### src/rtl/issue_arb_pkg.sv
// Shared types, defaults and helpers for the issue arbiter.
//   arb_dir_t : priority direction (DIR_LO = lowest index wins, DIR_HI = highest)
//   N_ENT_DEF : default number of RS entries arbitrated
//   AGE_MAX_DEF : default starvation threshold (only used with ISSUE_ARB_AGE_EN)
//   oh2idx    : one-hot (up to 64 bits) to binary index
package issue_arb_pkg;

  localparam int N_ENT_DEF   = 8;
  localparam int AGE_MAX_DEF = 7;

  typedef enum logic {DIR_LO = 1'b0, DIR_HI = 1'b1} arb_dir_t;

  // OR-encoder: exact for one-hot inputs, 0 for an all-zero input.
  function automatic logic [5:0] oh2idx(input logic [63:0] oh);
    logic [5:0] idx;
    idx = '0;
    for (int i = 0; i < 64; i++) begin
      if (oh[i]) idx = idx | 6'(i);
    end
    return idx;
  endfunction

endpackage

### src/rtl/ps_tree_dir.sv
// Direction-selectable priority tree, combinational only.
//   req    in  N_ENT  request per leaf
//   en     in  1      tree enable (grant allowed out of the root)
//   sel    in  1      0 = lowest index wins, 1 = highest index wins
//   gnt    out N_ENT  one-hot grant (0 when no request or !en)
//   req_up out 1      OR of all requests
// Built recursively: each level is one 2-input cell fed by two half-size
// subtrees, bottoming out at a single cell over two leaves.
module ps_dir_cell (
  input  logic req_l,
  input  logic req_r,
  input  logic en,
  input  logic sel,
  output logic gnt_l,
  output logic gnt_r,
  output logic req_up
);
  // Left side is the lower index half; sel picks which side wins a tie.
  assign gnt_l  = en & req_l & (~sel | ~req_r);
  assign gnt_r  = en & req_r & ( sel | ~req_l);
  assign req_up = req_l | req_r;
endmodule

module ps_tree_dir
  import issue_arb_pkg::*;
#(
  parameter int N_ENT = N_ENT_DEF
) (
  input  logic [N_ENT-1:0] req,
  input  logic             en,
  input  logic             sel,
  output logic [N_ENT-1:0] gnt,
  output logic             req_up
);
  if (N_ENT == 2) begin : g_base
    ps_dir_cell u_cell (
      .req_l (req[0]), .req_r (req[1]), .en, .sel,
      .gnt_l (gnt[0]), .gnt_r (gnt[1]), .req_up
    );
  end else begin : g_split
    localparam int H = N_ENT / 2;
    logic up_lo, up_hi, en_lo, en_hi;

    ps_dir_cell u_cell (
      .req_l (up_lo), .req_r (up_hi), .en, .sel,
      .gnt_l (en_lo), .gnt_r (en_hi), .req_up
    );

    ps_tree_dir #(.N_ENT(H)) u_lo (
      .req (req[H-1:0]), .en (en_lo), .sel,
      .gnt (gnt[H-1:0]), .req_up (up_lo)
    );

    ps_tree_dir #(.N_ENT(H)) u_hi (
      .req (req[N_ENT-1:H]), .en (en_hi), .sel,
      .gnt (gnt[N_ENT-1:H]), .req_up (up_hi)
    );
  end
endmodule

### src/rtl/issue_arb.sv
// Registered single-issue arbiter between RS ready bits and one FU issue port.
//   clock, reset_n : clock (rising edge), asynchronous active-low reset
//   req            : per-entry ready-to-issue
//   en             : issue enable; 0 blocks new selections only
//   flush          : synchronous squash of the held grant
//   out_ready      : FU accepts the held grant this cycle
//   out_valid/out_gnt/out_idx : held grant (one-hot and binary index)
//   issued_oh      : comb, held grant gated by the handshake; RS clears the entry
//   dir            : current priority direction (0 = low wins, 1 = high wins)
// Optional feature: define ISSUE_ARB_AGE_EN for per-entry starvation counters
// that override the tree with the lowest-index starved entry.
module issue_arb
  import issue_arb_pkg::*;
#(
  parameter int N_ENT   = N_ENT_DEF,
  parameter int IDX_W   = $clog2(N_ENT),
  parameter int AGE_MAX = AGE_MAX_DEF
) (
  input  logic             clock,
  input  logic             reset_n,
  input  logic [N_ENT-1:0] req,
  input  logic             en,
  input  logic             flush,
  input  logic             out_ready,
  output logic             out_valid,
  output logic [N_ENT-1:0] out_gnt,
  output logic [IDX_W-1:0] out_idx,
  output logic [N_ENT-1:0] issued_oh,
  output logic             dir
);

  logic             valid_q, valid_d;
  logic [N_ENT-1:0] gnt_q, gnt_d;
  arb_dir_t         dir_q, dir_d;

  logic [N_ENT-1:0] req_m, tree_gnt, starved, pick;
  logic             any_req, accept, load;

  // The held entry is still requesting until the RS sees issued_oh; mask it.
  assign req_m  = req & ~(valid_q ? gnt_q : '0);
  assign accept = valid_q & out_ready;
  assign load   = en & any_req & (~valid_q | out_ready) & ~flush;

  always_comb begin
    dir_d = dir_q;
    if (accept && !flush) dir_d = (dir_q == DIR_LO) ? DIR_HI : DIR_LO;
  end

  // The tree sees the direction in force after this edge, so a back-to-back
  // reload on an accept already uses the flipped priority.
  ps_tree_dir #(.N_ENT(N_ENT)) u_tree (
    .req    (req_m),
    .en     (1'b1),
    .sel    (dir_d == DIR_HI),
    .gnt    (tree_gnt),
    .req_up (any_req)
  );

  // Lowest starved entry (x & -x) beats the tree.
  assign pick = (|starved) ? (starved & (~starved + N_ENT'(1))) : tree_gnt;

  always_comb begin
    valid_d = valid_q;
    gnt_d   = gnt_q;
    if (flush) begin
      valid_d = 1'b0;
      gnt_d   = '0;
    end else if (load) begin
      valid_d = 1'b1;
      gnt_d   = pick;
    end else if (accept) begin
      valid_d = 1'b0;
      gnt_d   = '0;
    end
  end

  always_ff @(posedge clock or negedge reset_n) begin
    if (!reset_n) begin
      valid_q <= 1'b0;
      gnt_q   <= '0;
      dir_q   <= DIR_LO;
    end else begin
      valid_q <= valid_d;
      gnt_q   <= gnt_d;
      dir_q   <= dir_d;
    end
  end

`ifdef ISSUE_ARB_AGE_EN
  localparam int AGE_W = $clog2(AGE_MAX + 1);

  for (genvar i = 0; i < N_ENT; i++) begin : g_age
    logic [AGE_W-1:0] age_q, age_d;

    // Held (masked) entries neither age nor clear: they were just loaded.
    always_comb begin
      age_d = age_q;
      if (flush || !req[i] || (load && pick[i])) begin
        age_d = '0;
      end else if (req_m[i] && (age_q != AGE_W'(AGE_MAX))) begin
        age_d = age_q + AGE_W'(1);
      end
    end

    always_ff @(posedge clock or negedge reset_n) begin
      if (!reset_n) age_q <= '0;
      else          age_q <= age_d;
    end

    assign starved[i] = req_m[i] & (age_q == AGE_W'(AGE_MAX));
  end
`else
  logic unused_age_max;
  assign unused_age_max = (AGE_MAX > 0);
  assign starved        = '0;
`endif

  assign out_valid = valid_q;
  assign out_gnt   = gnt_q;
  assign out_idx   = IDX_W'(oh2idx(64'(gnt_q)));
  assign issued_oh = gnt_q & {N_ENT{accept}};
  assign dir       = dir_q;

endmodule

### config.mk
export PLATFORM = sky130hd
export DESIGN_NAME = issue_arb
export DESIGN_NICKNAME = d
export VERILOG_FILES = /design/src/rtl/issue_arb_pkg.sv /design/src/rtl/ps_tree_dir.sv /design/src/rtl/issue_arb.sv
export SDC_FILE = /design/constraint.sdc
export NUM_CORES = 1
export LEC_CHECK = 0
export CAP_MARGIN = 10
export CORE_MARGIN = 4
export CORE_UTILIZATION = 40
export CTS_BUF_LIST = sky130_fd_sc_hd__clkbuf_4 sky130_fd_sc_hd__clkbuf_8
export CTS_CLUSTER_SIZE = 40
export DETAILED_ROUTE_END_ITERATION = 8
export HOLD_SLACK_MARGIN = 0.03
export PLACE_DENSITY = 0.87
export SYNTH_ARGS = -nofsm -noshare
export SYNTH_HDL_FRONTEND = slang
export SYNTH_SLANG_ARGS = --single-unit
### constraint.sdc
create_clock -name clock -period 1.6 [get_ports clock]
set_clock_uncertainty 0.1 [all_clocks]
set_input_delay 0.24 -clock clock [delete_from_list [all_inputs] [get_ports clock]]
set_output_delay 0.24 -clock clock [all_outputs]
set_load 0.005 [all_outputs]
## Word level (Yosys, flattened, before mapping)

Index checks and enable logic that the tools add are counted.

- Reduce and logical (&&, ||, !) cells: 3
- Bitwise logic cells: 72
- Muxes and demuxes: 16

Operators with widths:

| cell | count |
|---|---|
| $mux W8 | 4 |
| $and A1 B1 Y1 | 30 |
| $or A1 B1 Y1 | 22 |
| $not A1 Y1 | 17 |
| $and A8 B8 Y8 | 2 |
| $mux W3 | 4 |
| $not A8 Y8 | 1 |
| $mux W1 | 6 |
| $mux W2 | 2 |
| $reduce_bool A3 Y1 | 1 |
| $logic_and A1 B1 Y1 | 1 |
| $logic_not A1 Y1 | 1 |

- Register bits after elaboration: 10
- Input port bits: 13
- Word-level logic and storage cells: 94

## Logic depth before layout (Yosys ltp)

Gate-level depths: netlist (run 1).

- Depth after elaboration: 14
- Gate-level depth with buffers: 7
- Gate-level depth less buffers: 6

## By module

A second synthesis (run 1) with hierarchy kept.

- Cells, all modules: 92
- Area total of the unflattened synthesis: 743.2 um2

Modules (own cells, without submodules):

| module | instances | area an instance (um2) | seq. area each (um2) | cells each |
|---|---|---|---|---|
| issue_arb | 1 | 550.5 | 250.2 | 50 |
| ps_dir_cell | 7 | 27.5 | 0.0 | 6 |

## Worst setup path after synthesis (run 1)

Ideal clock, no wire load.

- Path kind: register to register
- Start point: register valid_q, in the netlist out_valid
- End point: register gnt_q[3], in the netlist out_gnt[3]
- Path slack: 0.035 ns
- Library setup time: 0.066 ns
- Stages on the path, launching flop included: 6
- Arrival time: 1.399 ns
- Clock period less this slack: 1.565 ns
- Cell sequence: dfrtp_1 buf_6 o221a_2 nand4_4 a221oi_4 a22o_1

- Word-level cells in the longest chain between the ends: 14

Ends and longest elaborated chain:

| item | line | source |
|---|---|---|
| from (decl) | issue_arb.sv:32 | `logic valid_q, valid_d;` |
| from (signal assigned) | issue_arb.sv:83 | `valid_q <= valid_d;` |
| $mux W8 | issue_arb.sv:40 | `assign req_m = req & ~(valid_q ? gnt_q : '0);` |
| $not A8 Y8 | issue_arb.sv:40 |  |
| $and A8 B8 Y8 | issue_arb.sv:40 |  |
| $or A1 B1 Y1 (2 in a row) | ps_tree_dir.sv:21 | `assign req_up = req_l \| req_r;` |
| $not A1 Y1 | ps_tree_dir.sv:19 | `assign gnt_l = en & req_l & (~sel \| ~req_r);` |
| $or A1 B1 Y1 | ps_tree_dir.sv:19 |  |
| $and A1 B1 Y1 | ps_tree_dir.sv:19 |  |
| $and A1 B1 Y1 (4 in a row) | ps_tree_dir.sv:20 | `assign gnt_r = en & req_r & ( sel \| ~req_l);` |
| $mux W8 | issue_arb.sv:68 | `end else if (load) begin` |
| $mux W8 | issue_arb.sv:65 | `if (flush) begin` |
| to (signal assigned) | issue_arb.sv:84 | `gnt_q <= gnt_d;` |
| to (decl) | issue_arb.sv:33 | `logic [N_ENT-1:0] gnt_q, gnt_d;` |

Parallel ways exist; a longest one is shown, timed or not.
A chain may end at the register's enable or synchronous reset.

## Final worst setup path (run 1)

- Start point: register gnt_q[7], in the netlist out_gnt[7]
- End point: output port out_idx[0]

- Word-level cells in the longest chain between the ends: 1

Ends and longest elaborated chain:

| item | line | source |
|---|---|---|
| $mux W3 | issue_arb_pkg.sv:18 | `if (oh[i]) idx = idx \| 6'(i);` |
| to (decl) | issue_arb.sv:27 | `output logic [IDX_W-1:0] out_idx,` |

Every way passes these cells.

==> results of run 1 <==
==> cell type report <==
class	instances	area (sq um)
clock buffer	3	22.5
fill	111	315
inverter	6	25.0
multi-input combinational	69	633
sequential	10	253
tap	27	33.8
timing repair buffer	82	739
==> kinds of logic (layout without fill, tap and decap cells) <==
| kind of cell | after synthesis | in the layout |
|---|---|---|
| compound gates | 33 | 33 |
| xor+xnor | 1 | 1 |
| simple gates | 35 | 35 |
| flops | 10 | 10 |
| buf+inv | 10 | 91 |
==> timing repair <==
item,CTS,global route
buffers inserted,16,8
resized for setup,57,22
setup endpoints to repair,25,19
pin swaps,12,2
hold buffers,0,0
gates cloned,1,0
endpoints found under the hold margin,0,0
==> how the worst min path moves through the flow <==
stage / startpoint / end / slack [ps] / cells past startpoint
6_report: reset_n / out_gnt[0] / 200 / 1
5_1_grt: reset_n / out_gnt[0] / 230 / 1
4_1_cts: reset_n / out_gnt[1] / 210 / 1
3_5_place_dp: reset_n / out_gnt[1] / 490 / 1
3_3_place_gp: reset_n / out_gnt[0] / 480 / 1
2_1_floorplan: reset_n / dir / -160 / 0
==> Yosys cell counts, types with 3 or more instances <==
cell                       instances  area (sq um)
sky130_fd_sc_hd__inv_1             5          18.8
sky130_fd_sc_hd__o21ai_0           3          15.0
sky130_fd_sc_hd__or2b_1            3          22.5
sky130_fd_sc_hd__dfrtp_1          10           250
sky130_fd_sc_hd__nor2_1            3          11.3
sky130_fd_sc_hd__and3_1            7          43.8
sky130_fd_sc_hd__a21boi_0          3          22.5
sky130_fd_sc_hd__nand2_1          10          37.5
sky130_fd_sc_hd__a22o_1            3          26.3
sky130_fd_sc_hd__or4_2             3          26.3
sky130_fd_sc_hd__a311oi_1          3          26.3
==> critical path, delay by kind of cell (launching register included) <==
family | cells | cell delay, ps
AND/OR/NAND/NOR | 1 | 500
flip-flops | 1 | 430
buffers and inverters | 2 | 270
==> power by group through the flow <==
stage	Combinational [mW]	Sequential [mW]	Clock (mW)
6_report	0.723	0.325	0.173
5_1_grt	0.762	0.328	0.187
4_1_cts	0.633	0.319	0.171
3_5_place_dp	0.492	0.323	0
3_3_place_gp	0.480	0.321	0
2_1_floorplan	0.231	0.329	0
==> layout by cell type, fill, tap and decap left out, types with 4 or more instances in the layout <==
cell type,instances
sky130_fd_sc_hd__and3_1,7
sky130_fd_sc_hd__buf_4,33
sky130_fd_sc_hd__buf_6,19
sky130_fd_sc_hd__clkbuf_2,5
sky130_fd_sc_hd__clkdlybuf4s50_1,12
sky130_fd_sc_hd__dfrtp_1,8
sky130_fd_sc_hd__dlygate4sd2_1,10
sky130_fd_sc_hd__inv_1,5
sky130_fd_sc_hd__nand2_1,8
sky130_fd_sc_hd__o221a_4,4
==> per-stage QoR <==
stage / setup TNS (ps) / worst slack, ps / area (sq um)
after floorplan: 0 / 35.1 / 873
after global placement: -6420 / -361 / 1410
after detailed placement: -7270 / -434 / 1410
after CTS: -1620 / -186 / 1620
after global routing: -2890 / -257 / 1710
final: -2060 / -208 / 1710
==> state kept, by name, indices dropped and copies added (netlist names) <==
register,flops
out_valid,1
dir,1
out_gnt,8
==> metal layers <==
metal / up-vias / track usage, %
li1: 514 / -
met1: 540 / 28.7
met2: 69 / 46.9
met3: 21 / 6.81
met4: 0 / 8.71
met5: - / 0
==> summary.md, run 1 <==
- 0.938 nW — leakage power
- 0.873 — routability congestion estimate
- 1810 ps — Final min period
- 14.2% — clock network power share
- sky130_fd_sc_hd__clkbuf_4 — CTS Root Buffer Type
- 1.83 mm — met2 wire length
- 170 — number of cells in the design after placement
- 43.2% — Initial Utilization
- 34 — I/O pin cnt
- 59.2% — combinational power share
- 102 — Syn Nets
- flop to output pin — path type of the worst setup path
- 0 — number of flops mapped to enable cells by yosys
- 113% — portion of the clock cycle consumed by the worst path in the final layout
- 1158 — number of global-route vias before repair
- 1.22 mW — post-route total power
- 0% — mux share of post-synthesis cell area
- 2.14 mm — DP HPWL
- output pin — kind of end point of the critical path
- yes — CTS tree
- 27.4% — post-synthesis share of cell area spent on and, or, nand and nor gates
- 0 — number of nets with antenna violations after routing
- buf_6 > or4_4 > buf_6 — cell breakdown of the critical path
- -208 ps — Worst Slack Setup Final
- 2 — clk buf depth
- 10 — flops & latches, synth
- 1260 ps — required time at the endpoint of the critical path
- 4 — total iterations of the first detailed-routing run
- 873 sq um — cell area after synthesis
- 1.39 mm — length of routed wiring on met1
- out_gnt[5] — FF-to-FF End
- 0.00202 sq mm — Core Footprint
- 26.6% — power share of the sequential group
- 0 — number of antenna repair diodes
- 199 ps — worst hold-check slack
- 41 — starting DRC count in detailed routing
- 54.7 microns — horizontal die dimension
- sky130_fd_sc_hd__buf_6 — cell type with the highest occurrence count on the critical path
- 0 — max-capacitance violation count
- 100% — async set-or-reset flop fraction in the synthesized netlist
- 0.00299 sq mm — Die Area
- out_gnt[7] — Critical Path Source
- 1144 — via count of the routed design
- out_idx[0] — capturing element of the worst setup path
- 3 — critical-path maximum fanout
- -180 ps — minimum setup slack among reg-to-reg paths
- 553 MHz — upper clock frequency limit
- 60 ps — CTS clk-pin slew, worst paths
- 5.81 — vias per cell
- 54.7 microns — Chip Height
- 33 — Port Buf Inserts
- sky130_fd_sc_hd__dfrtp_1 — most instantiated flip-flop cell in the synthesis netlist
- 28.7% — sequential fraction of the synthesis area
- 3.62 mm — wire length after detailed routing
- 494 ps — Worst-Margin Slew
- 3.15% — area share of xor/xnor cells in the synthesized design
- 270 ps — Clk Latency, worst-skew pair
- true — RSZ-0062 raised after global routing
- 185 — fin nets
- 0.781 mW — Internal Power
- 0 — antenna violations before repair
- 0 — hold violation count in the final report
- 18.4 microns — average detailed-routed wire length per instance
- 500 ps — CP peak stage delay
- 11 — largest net degree at the start of global routing
- 0 — DRC violations left
- 25.9% — aggregate global-route resource usage
- 1470 ps — CP arrival
- 0 — Syn. warnings
- 0 — Slew Viols, Final
- 0.666 mV — Max IR drop VDD
- setup timing — failing checks
- finished with violations — outcome
- 0% — adder-cell area share of the yosys netlist
- 89 — count of mapped cells out of synthesis
- 0.440 mW — switching power
- 3 — total CTS buffers
- 36.0% — net switching fraction of the power
- compound AO/OA/AOI/OAI gates — dominant combinational cell family by area after synthesis
- 715 mW/mm^2 — total power density per cell area
- 0 — total congestion overflow after global routing
- 5.42 mm — global-route wire length before repair
- 67.0% — max_slew headroom
- 16 — # rows
- 35.2% — Compound-Gate Fraction of Synth Area
- sky130_fd_sc_hd__or4_4 — cell type of the slowest stage on the worst timing path
- 14 — Final setup viols
- 197 — number of standard cells in the layout, taps in and fillers out
- 7 — cell count of the worst reg-to-reg path
- 40 — count of cell types in the netlist
- 1 — CTS H-Tree Depth
- 10 — CTS sink count
- met4 — highest layer used for signal routing
- 243 microns — Met3 Routed Length
- 84.4% — fraction of the core area covered by cells at the end of the flow
- 9.81 sq um — mean cell area of the mapped netlist
- 95.4% — area added between synthesis and finish
- flop — crit path launch type
- 51.8% — fraction of final layout cells sized beyond drive strength 1
- input port to async pin — Tightest Hold Check Type
- out_valid — worst r2r src
(Power assumes the default switching activity.)
==> run 2: changes to the inputs <==
--- a/config.mk
+++ b/config.mk
@@ -5,7 +5,7 @@
 export SDC_FILE = /design/constraint.sdc
 export NUM_CORES = 1
 export LEC_CHECK = 0
-export CAP_MARGIN = 10
+export CAP_MARGIN = 20
 export CORE_MARGIN = 4
 export CORE_UTILIZATION = 40
 export CTS_BUF_LIST = sky130_fd_sc_hd__clkbuf_4 sky130_fd_sc_hd__clkbuf_8
==> results of run 2 <==
The final DEF is identical to that of run 1; final timing and power are the same.
==> run 3: changes to the inputs <==
--- a/config.mk
+++ b/config.mk
@@ -13,6 +13,7 @@
 export DETAILED_ROUTE_END_ITERATION = 8
 export HOLD_SLACK_MARGIN = 0.03
 export PLACE_DENSITY = 0.87
+export SKIP_CTS_REPAIR_TIMING = 1
 export SYNTH_ARGS = -nofsm -noshare
 export SYNTH_HDL_FRONTEND = slang
 export SYNTH_SLANG_ARGS = --single-unit
==> summary.md, run 3 (synthesis gave the netlist of run 1 again) <==
- 0 — number of antenna repair diodes, unchanged
- 3.21 mm — wire length after detailed routing, -11%
- 81.9% — fraction of the core area covered by cells at the end of the flow, -2.5 points
- 690 mW/mm^2 — total power density per cell area, -3.5%
- 1780 ps — Final min period, -23.1 ps
- 35.2% — net switching fraction of the power, -0.77 points
- 54.7 microns — horizontal die dimension, unchanged
- yes — CTS tree
- 60 ps — CTS clk-pin slew, worst paths, about the same
- 33 — Port Buf Inserts, unchanged
- 67.3% — max_slew headroom, +0.33 points
- 89.5% — area added between synthesis and finish
- sky130_fd_sc_hd__clkbuf_4 — CTS Root Buffer Type
- 15 — largest net degree at the start of global routing, +4
- 28 x sky130_fd_sc_hd__buf_4, 15 x sky130_fd_sc_hd__dlymetal6s2s_1, 13 x sky130_fd_sc_hd__buf_6 — most frequent cells in the layout
- 176 — fin nets, -4.9%
- 11 — Final setup viols, -3
- 27 — starting DRC count in detailed routing, -34%
- 1260 ps — required time at the endpoint of the critical path, about the same
- 0.00166 sq mm — final design instance area without fill, -3.0%
- finished with violations — outcome
- -185 ps — Worst Slack Setup Final, +23.1 ps
- setup timing — failing checks
- 4.40 mm — global-route wire length before repair, -19%
- sky130_fd_sc_hd__buf_4 — leading cell type in the layout, fill and taps excluded
- flop — crit path launch type
- 0 — number of nets with antenna violations after routing, unchanged
- 10 — CTS sink count, unchanged
- 0.648 mV — Max IR drop VDD, -2.6%
- 0.403 mW — switching power, -8.4%
- out_valid — worst r2r src
- 112% — portion of the clock cycle consumed by the worst path in the final layout, -1.4 points
- 34 — I/O pin cnt, unchanged
- -1550 ps — post-route setup TNS, +511 ps
- 16 — # rows, unchanged
- 489 ps — Worst-Margin Slew, -4.89 ps
- 17.1 microns — average detailed-routed wire length per instance, -7.0%
- 43.2% — Initial Utilization, unchanged
- 1440 ps — CP arrival, -30 ps
- 270 ps — Clk Latency, worst-skew pair, about the same
- output pin — kind of end point of the critical path
- 560 MHz — upper clock frequency limit, +1.3%
- -170 ps — minimum setup slack among reg-to-reg paths, about the same
- 5.63 — vias per cell, -3.1%
- 1.14 mW — post-route total power, -6.4%
- 0 — total congestion overflow after global routing, unchanged
- 0 — DRC violations left, unchanged
- 0.740 mW — Internal Power, -5.3%
- 0 — Slew Viols, Final, unchanged
- 0.00141 sq mm — placed cell areas, unchanged
- 54.7 microns — Chip Height, unchanged
- 20.7% — aggregate global-route resource usage, -5.2 points
- 48.4% — fraction of final layout cells sized beyond drive strength 1, -3.3 points
- 1.06 nW — leakage power, +13%
- 0 — hold violation count in the final report, unchanged
- 2.14 mm — DP HPWL, unchanged
- 0.00299 sq mm — Die Area, unchanged
- 0.00202 sq mm — Core Footprint, unchanged
- 8 — number of flip-flops under the largest register name, unchanged
- 6 — cell count of the worst reg-to-reg path, -1
- 0 — antenna violations before repair, unchanged
- 2 — clk buf depth, unchanged
- 3 — critical-path maximum fanout, unchanged
- 57.0% — combinational power share, -2.2 points
- 6 — total iterations of the first detailed-routing run, +2
- 1058 — via count of the routed design, -7.5%
- 0.873 — routability congestion estimate, unchanged
- 28.3% — power share of the sequential group, +1.7 points
- 1 — CTS H-Tree Depth, unchanged
- 3 — total CTS buffers, unchanged
- 0 — max-capacitance violation count, unchanged
- flop to output pin — path type of the worst setup path
- out_gnt[2] — FF-to-FF End
- true — RSZ-0062 raised after global routing
- 939 — number of global-route vias before repair, -19%
- input port to async pin — Tightest Hold Check Type
- 14.7% — clock network power share, +0.5 points
## run 3: final cells by class
| class | instances | area (sq um) |
|---|---|---|
| Clock buffer | 3 | 22.5 |
| Fill cell | 112 | 367 |
| Timing Repair Buffer | 73 | 704 |
| Multi-Input combinational cell | 69 | 614 |
| Sequential cell | 10 | 255 |
| Tap cell | 27 | 33.8 |
| Inverter | 6 | 25.0 |
## run 3: layer usage
| metal | vias up | global-route usage, % | part of all wire (%) | routed length, microns |
|---|---|---|---|---|
| met5 | - | 0 | 0 | 0 |
| met4 | 0 | 3.73 | 0.44 | 14 |
| met3 | 4 | 4.63 | 7.0 | 226 |
| met2 | 47 | 37.6 | 53 | 1690 |
| met1 | 507 | 24.7 | 40 | 1280 |
| li1 | 500 | - | - | - |
## run 3: power by group through the flow
stage / clock network, mW / registers (mW) / logic (mW)
final: 0.168 / 0.324 / 0.651
after floorplan: 0 / 0.329 / 0.231
after global routing: 0.185 / 0.328 / 0.694
after detailed placement: 0 / 0.323 / 0.492
after CTS: 0.171 / 0.320 / 0.495
after global placement: 0 / 0.321 / 0.480
## run 3: worst max-delay path by stage
stage / from / end / slack [ps]
final: out_gnt[7] / out_idx[0] / -180
after global routing: out_valid / out_gnt[2] / -230
after CTS: out_gnt[7] / out_idx[0] / -580
after detailed placement: req[7] / out_gnt[5] / -430
after global placement: req[4] / out_gnt[4] / -360
after floorplan: out_valid / out_gnt[3] / 40
## run 3: per-stage QoR
step / std cells / hold slack (ps) / setup WS [ps]
after floorplan: 89 / -156 / 35.1
after global placement: 170 / 483 / -361
after detailed placement: 170 / 493 / -434
after CTS: 173 / 206 / -580
after global routing: 188 / 218 / -233
final: 188 / 203 / -185
## run 3: worst max-delay path: stages, from the launching register on
cell	delay (ps)
sky130_fd_sc_hd__dfrtp_2	410
sky130_fd_sc_hd__buf_6	130
sky130_fd_sc_hd__or4_4	510
sky130_fd_sc_hd__clkbuf_2	130
